`config.mk`:
```
export PLATFORM = sky130hd
export DESIGN_NAME = rr_reg_arbiter_flat
export DESIGN_NICKNAME = d
export VERILOG_FILES = /design/src/rtl/rr_reg_arbiter_if.sv /design/src/rtl/rr_reg_arbiter.sv /design/src/flat_wrapper.sv
export SDC_FILE = /design/constraint.sdc
export NUM_CORES = 1
export LEC_CHECK = 0
export CORE_MARGIN = 3
export CORE_UTILIZATION = 25
export CTS_CLUSTER_SIZE = 20
export DETAILED_ROUTE_END_ITERATION = 10
export SLEW_MARGIN = 20
export SYNTH_ARGS = -nofsm -noshare
export SYNTH_HDL_FRONTEND = slang
export SYNTH_SLANG_ARGS = --single-unit
export TNS_END_PERCENT = 50
```
`constraint.sdc`:
```
create_clock -name clk -period 1.4 [get_ports clk]
set_input_delay 0.35 -clock clk [delete_from_list [all_inputs] [get_ports clk]]
set_output_delay 0.35 -clock clk [all_outputs]
set_load 0.02 [all_outputs]
```
`src/rtl/rr_reg_arbiter_if.sv`:
```
`default_nettype none
// ============================================================================
// Module      : rr_reg_arbiter_if
// Description : Request/grant and shared-register bus between the producer
//               blocks and the round-robin register arbiter.
// Revision    : 1.0 - initial release
// ============================================================================
interface rr_reg_arbiter_if #(
    parameter int N     = 4,
    parameter int WIDTH = 8
);
    logic [N-1:0]         req;
    logic [N*WIDTH-1:0]   wdata;
    logic [N-1:0]         gnt;
    logic [WIDTH-1:0]     Q;
    logic                 done;
    logic [$clog2(N)-1:0] done_id;
    logic                 busy;

    modport master (
        output req, wdata,
        input  gnt, Q, done, done_id, busy
    );

    modport slave (
        input  req, wdata,
        output gnt, Q, done, done_id, busy
    );
endinterface
`default_nettype wire

```
`src/rtl/rr_reg_arbiter.sv`:
```
`default_nettype none
// ============================================================================
// Module      : rr_reg_arbiter
// Description : Round-robin arbiter sharing one WIDTH-bit register among N
//               requesters; grant one cycle, commit the owner's data the next.
// Revision    : 1.0 - initial release
// ============================================================================
module rr_reg_arbiter #(
    parameter int N     = 4,
    parameter int WIDTH = 8
) (
    input  wire logic        clk,
    input  wire logic        reset,
    rr_reg_arbiter_if.slave  bus
);
    localparam int         c_IDW   = $clog2(N);
    localparam logic [0:0] c_IDLE  = 1'b0;
    localparam logic [0:0] c_GRANT = 1'b1;

    logic [0:0]       r_state;
    logic [0:0]       w_state_nxt;
    logic [c_IDW-1:0] r_ptr;
    logic [c_IDW-1:0] r_owner;
    logic [c_IDW-1:0] r_done_id;
    logic [N-1:0]     r_gnt;
    logic [WIDTH-1:0] r_q;
    logic             r_done;

    logic [2*N-1:0]   w_req2;
    logic [N-1:0]     w_rot;
    logic [c_IDW:0]   w_sum;
    logic [c_IDW-1:0] w_winner;
    logic             w_found;
    logic             w_grant;
    logic             w_commit;
    logic [N-1:0]     w_onehot;
    logic [c_IDW-1:0] w_ptr_nxt;
    logic [WIDTH-1:0] w_wdata_arr [N];

    generate
        for (genvar gi = 0; gi < N; gi++) begin : g_unpack
            assign w_wdata_arr[gi] = bus.wdata[gi*WIDTH +: WIDTH];
        end
    endgenerate

    // Rotate requests so bit 0 is the ptr position; the lowest set bit wins.
    assign w_req2 = {bus.req, bus.req};
    assign w_rot  = N'(w_req2 >> r_ptr);

    always_comb begin
        w_winner = '0;
        w_found  = 1'b0;
        w_sum    = '0;
        for (int k = N - 1; k >= 0; k--) begin
            if (w_rot[k]) begin
                w_found = 1'b1;
                w_sum   = {1'b0, r_ptr} + (c_IDW+1)'(k);
                if (w_sum >= (c_IDW+1)'(N)) begin
                    w_sum = w_sum - (c_IDW+1)'(N);
                end
                w_winner = w_sum[c_IDW-1:0];
            end
        end
    end

    assign w_onehot  = N'(1) << w_winner;
    assign w_ptr_nxt = (r_owner == c_IDW'(N - 1)) ? '0 : r_owner + 1'b1;

    always_comb begin
        w_state_nxt = r_state;
        w_grant     = 1'b0;
        w_commit    = 1'b0;
        case (r_state)
            c_IDLE: begin
                if (w_found) begin
                    w_grant     = 1'b1;
                    w_state_nxt = c_GRANT;
                end
            end
            c_GRANT: begin
                w_commit    = 1'b1;
                w_state_nxt = c_IDLE;
            end
            default: w_state_nxt = c_IDLE;
        endcase
    end

    // The commit is unconditional once granted; wdata is sampled at the commit edge.
    always_ff @(posedge clk) begin
        if (reset) begin
            r_state   <= c_IDLE;
            r_ptr     <= '0;
            r_owner   <= '0;
            r_gnt     <= '0;
            r_q       <= '0;
            r_done    <= 1'b0;
            r_done_id <= '0;
        end else begin
            r_state <= w_state_nxt;
            r_gnt   <= w_grant ? w_onehot : '0;
            r_done  <= w_commit;
            if (w_grant) begin
                r_owner <= w_winner;
            end
            if (w_commit) begin
                r_q       <= w_wdata_arr[r_owner];
                r_done_id <= r_owner;
                r_ptr     <= w_ptr_nxt;
            end
        end
    end

    assign bus.gnt     = r_gnt;
    assign bus.Q       = r_q;
    assign bus.done    = r_done;
    assign bus.done_id = r_done_id;
    assign bus.busy    = (r_state == c_GRANT);
endmodule
`default_nettype wire

```
`src/flat_wrapper.sv`:
```
// flat-port wrapper written by rule: the top's interface ports become plain ports
module rr_reg_arbiter_flat 
#(
    parameter int N     = 4,
    parameter int WIDTH = 8
)
  (clk, reset, bus_req, bus_wdata, bus_gnt, bus_Q, bus_done, bus_done_id, bus_busy);
  rr_reg_arbiter_if #(.N(N), .WIDTH(WIDTH)) bus_i ();
  input  wire logic clk;
  input  wire logic reset;
  input wire logic [$bits(bus_i.req)-1:0] bus_req;
  input wire logic [$bits(bus_i.wdata)-1:0] bus_wdata;
  output wire logic [$bits(bus_i.gnt)-1:0] bus_gnt;
  output wire logic [$bits(bus_i.Q)-1:0] bus_Q;
  output wire logic [$bits(bus_i.done)-1:0] bus_done;
  output wire logic [$bits(bus_i.done_id)-1:0] bus_done_id;
  output wire logic [$bits(bus_i.busy)-1:0] bus_busy;
  assign bus_i.req = bus_req;
  assign bus_i.wdata = bus_wdata;
  assign bus_gnt = bus_i.gnt;
  assign bus_Q = bus_i.Q;
  assign bus_done = bus_i.done;
  assign bus_done_id = bus_i.done_id;
  assign bus_busy = bus_i.busy;
  rr_reg_arbiter #(.N(N), .WIDTH(WIDTH)) u_core (.clk(clk), .reset(reset), .bus(bus_i));
endmodule
```
Yosys cells after proc, flatten, opt, wreduce, memory -nomap -nowiden
Index checks and enable logic that the tools add are counted.
{"block": "totals", "out_inout_bits": 16, "register_bits": 20, "input_bits": 38}
{"block": "op_classes", "mux": 20, "n_reduce_logical": 1, "n_eq_ne": 1, "shifts": 2, "magnitude_cmp": 5, "n_addsub": 8, "n_bitwise": 3}
{"operator": "2-to-1 mux 2 bit", "count": 9}
{"operator": "binary-select mux 8 bit (select 2 bit)", "count": 1}
{"operator": "2-to-1 mux 8 bit", "count": 2}
{"operator": "greater-or-equal comparator 3 bit, second input constant", "count": 4}
{"operator": ">> shifter 8 x 2 -> 4 bit", "count": 1}
{"operator": "subtractor 2 x 1 -> 2 bit, second input constant", "count": 4}
{"operator": "2-to-1 mux 1 bit", "count": 7}
{"operator": "adder 2 x 2 -> 3 bit, second input constant", "count": 2}
{"operator": "left shift 1 x 2 -> 4 bit, first input constant", "count": 1}
{"operator": "adder 2 x 1 -> 3 bit, second input constant", "count": 1}
{"operator": "greater-or-equal comparator 2 x 3 -> 1 bit, second input constant", "count": 1}
{"operator": "NOT 2 -> 3 bit", "count": 1}
{"operator": "adder 2 x 1 -> 2 bit, second input constant", "count": 1}
{"operator": "equality test 2 bit, second input constant", "count": 1}
{"operator": "NOT 1 bit", "count": 2}
{"operator": "one-hot mux 1 bit (2 select lines)", "count": 1}
{"operator": "OR reduction 2 bit", "count": 1}

Logic depth before layout (Yosys ltp)
{"block": "depth", "depth_word": 9, "depth_mapped": 4, "depth_no_buf": 4}

Least setup slack after synthesis
No wires, ideal clock.
{"block": "synth_timing", "path_type": "flip-flop to flip-flop", "start": "register u_core.r_owner[0]", "end": "register u_core.r_q[0] (netlist: u_core.bus.Q[0])", "stages_incl_launch_ff": 5, "setup_ns": 0.128, "path_buffers": 1, "t_arrival_ns": 1.179, "t_required_ns": 1.272, "path_slack_ns": 0.093, "cell_sequence": "dfxtp_1 -> buf_6 -> mux4_2 -> mux2i_1 -> nor2_1"}
{"block": "synth_between", "elab_chain_cells": 4}
{"element": "from (decl)", "line_no": "rr_reg_arbiter.sv:23", "source": "logic [c_IDW-1:0] r_owner;"}
{"element": "from (signal assigned)", "line_no": "rr_reg_arbiter.sv:103", "source": "r_owner <= w_winner;"}
{"element": "NOT 2 -> 3 bit (not written as such)", "line_no": "rr_reg_arbiter.sv:106", "source": "r_q <= w_wdata_arr[r_owner];"}
{"element": "binary-select mux 8 bit (select 2 bit)", "line_no": "rr_reg_arbiter.sv:106"}
{"element": "2-to-1 mux 8 bit (not written as such) (2 in a row)", "line_no": "rr_reg_arbiter.sv:106"}
{"element": "to (signal assigned)", "line_no": "rr_reg_arbiter.sv:106"}
{"element": "to (decl)", "line_no": "rr_reg_arbiter.sv:26", "source": "logic [WIDTH-1:0] r_q;"}
No other way between the ends. The select of a mux whose other input is x is not followed.
A chain may end at the register's enable or synchronous reset.

Worst setup path in the final report
{"block": "layout_timing", "start": "register u_core.r_owner[0]", "end": "register u_core.r_q[4] (netlist: u_core.bus.Q[4])"}
Same word-level chain as after synthesis.

==> impl_metrics.ini <==
[outcome]
outcome = finished clean

[grt]
overflow = 0
grt_pass1_wl_mm = 4.44
grt_usage_pct = 11.4
grt_pass1_vias = 921
grt_max_degree = 16
grt_antenna_before_repair = 0

[logic_synthesis]
synth_area_um2 = 995
yosysTopAreaCell = dfxtp_1
synth_warnings = 0
ys.flop_type = dfxtp_1
avgSynthCellArea_um2 = 11.8
ys_seq_area_share_pct = 40.3
synth_cell_type_count = 30
synth_nets = 123
synth_top_area_share_pct = 40.3
netlist_instances = 84
synth_edf_count = 0
async_reset_ff_share_pct = 0
synthTopCellsByArea = dfxtp_1 40%, mux4_2 16%, mux2i_1 13%
ys_ff_latch = 20

[timing]
finClkSkew_ns = 0.00268
tightest_slew_ns = 0.309
slew_headroom_pct = 79.4
grt_setup_unrepaired = yes
finalCritPeriodShare_pct = 94.9
clock.fmax_mhz = 752
final.setup.tns_ns = 0
hold_viol_final = 0
fin_crit_ns = 1.33
setup_violations = 0
final_max_slew_viol_count = 0
holdWs_ns = 0.493

[power_and_ir_drop]
power_w = 0.00149
ir_drop_uv = 346
p_seq_share_pct = 42.7
p_comb_share_pct = 28.3
powerDensity_mw_per_mm2 = 876
leakagePower_nw = 0.745
clockPowerShare_pct = 29.0
netSwitchingPower_w = 0.000378
switching_share_pct = 25.4
internal-power_w = 0.00111

[drt]
dr.pass1.iters = 3
routed_wl_mm = 2.63
drc_errors = 0
vias = 904
first_iter_violations = 28
wl_per_cell_um = 13.5
ant_nets = 0
viasPerCell = 4.64

[critical_path]
cp.required_ns = 1.55
critPathArrivalTime_ns = 1.48
critPathBufInv = 1
slowest_stage = mux4_2
slowest_delay_ns = 0.50
crit_path_max_fanout = 4
cp-start-kind = register
cp_cell_sequence = buf_4 > mux4_2 > mux2i_1 > nor2_1
crit_type = register to register
cp-end-kind = register
critical_path.top_delay_family = multiplexers

[floorplan]
dieWidth_um = 69.1
pin_count = 54
dieArea_mm2 = 0.00477
rows = 22
dieHeight_um = 69.1
core_mm2 = 0.00374
initial_utilization_pct = 26.6

[cells_and_area]
fin_util_pct = 45.3
area_delta_synth_final_pct = 70.4
design_area_mm2 = 0.00170
diodes = 0
final_nets = 187
final_layout_size_suffix_gt1_share_pct = 20.4

[placement]
place_area_mm2 = 0.00163
portBuffers = 53
hpwlAfterDp_mm = 2.09
gp_congestion = 0.713

[worst_hold_path]
hold_class = register to register

[clocking]
clk_pin_slew_worst_paths_ns = 0.07
cts.hold.buffers_added = 0
clk_latency_ns = 0.25
cts_setup_buffers = 0
cts_buffers = 3
clock-sinks = 20
cts_tree = done
h-tree-depth = 1
clockBufferDepth = 2
ctsRootBufferMaster = clkbuf_8

[job]
max_cap_violations = 0
[cells in the final DEF, fill, tap and decap left out, types with 2 or more instances in the layout]
master and count:
clkdlybuf4s50_1 33, dfxtp_1 19, dlygate4sd2_1 16, mux2i_1 13, nor2_1 13, buf_4 11
mux4_2 7, clkbuf_8 4, dlymetal6s2s_1 4, nor2b_1 3, o21ai_0 2
[per-stage QoR]
step                      instances  setup WS [ns]
after floorplan                  84         0.0934
after global placement          191         -0.260
after detailed placement        191         -0.350
after CTS                       195        -0.0397
after global routing            195        -0.0134
final                           195         0.0707
[power groups by stage]
| stage | Combinational, W | Clock, W | Sequential (W) |
|---|---|---|---|
| floorplan | 0.000183 | 0 | 0.000683 |
| global placement | 0.000436 | 0 | 0.000647 |
| detailed placement | 0.000441 | 0 | 0.000649 |
| CTS | 0.000421 | 0.000443 | 0.000636 |
| global route | 0.000455 | 0.000480 | 0.000640 |
| finish | 0.000420 | 0.000431 | 0.000635 |
[layout make-up]
cell class                 count  area, um2
timing repair buffer          64        603
inverter                       2       7.51
tap                           48       60.1
clock buffer                   4       55.1
multi-input combinational     57        568
fill                         392       2050
sequential                    20        402
[final timing paths]
check                                  startpoint         endpoint  slack [ns]  depth (start not counted)
worst min-delay path              u_core.bus.Q[3]  u_core.bus.Q[3]        0.49                          2
worst max register to register  u_core.r_owner[0]  u_core.bus.Q[4]        0.07                          4
worst max-delay path            u_core.r_owner[0]  u_core.bus.Q[4]        0.07                          4
worst min register to register    u_core.bus.Q[3]  u_core.bus.Q[3]        0.49                          2
[cell usage after synthesis (2+ instances only)]
library cell,instances
buf_4,2
dfxtp_1,20
mux2i_1,13
mux4_2,7
nor2_1,13
nor2b_1,4
o21ai_0,2
[metal layers]
metal | vias up | wire (um) | global-route usage, %
met1 | 432 | 1160 | 13.4
li1 | 442 | - | -
met4 | 0 | 34 | 3.90
met3 | 4 | 92 | 2.19
met5 | - | 0 | 0
met2 | 26 | 1340 | 20.3
[repair_timing]
action,4_1_cts,5_1_grt
resized for setup,18,7
endpoints found under the setup margin,21,8
pin swaps,0,2
[registers in the layout (all words and copies together) (netlist names)]
name	flops
u_core.bus.done	1
u_core.r_owner	2
u_core.bus.busy	1
u_core.bus.done_id	2
u_core.bus.gnt	4
u_core.bus.Q	8
u_core.r_ptr	2
[worst register-to-register path, cell delays in order, from the launching register on]
cell and delay (ns):
dfxtp_2 0.36, buf_4 0.17, mux4_2 0.50, mux2i_1 0.15, nor2_1 0.05
[cell families (layout without fill, tap and decap cells)]
family	after synthesis	count (layout)	synth area share, %
AND/OR/NAND/NOR	23	23	12.6
multiplexers	21	21	31.6
flip-flops	20	20	40.3
AO/OA/AOI/OAI	12	12	10.1
buffers and inverters	7	70	4.27
adder cells (fa/ha/maj)	1	1	1.26
(Power assumes the default switching activity.)
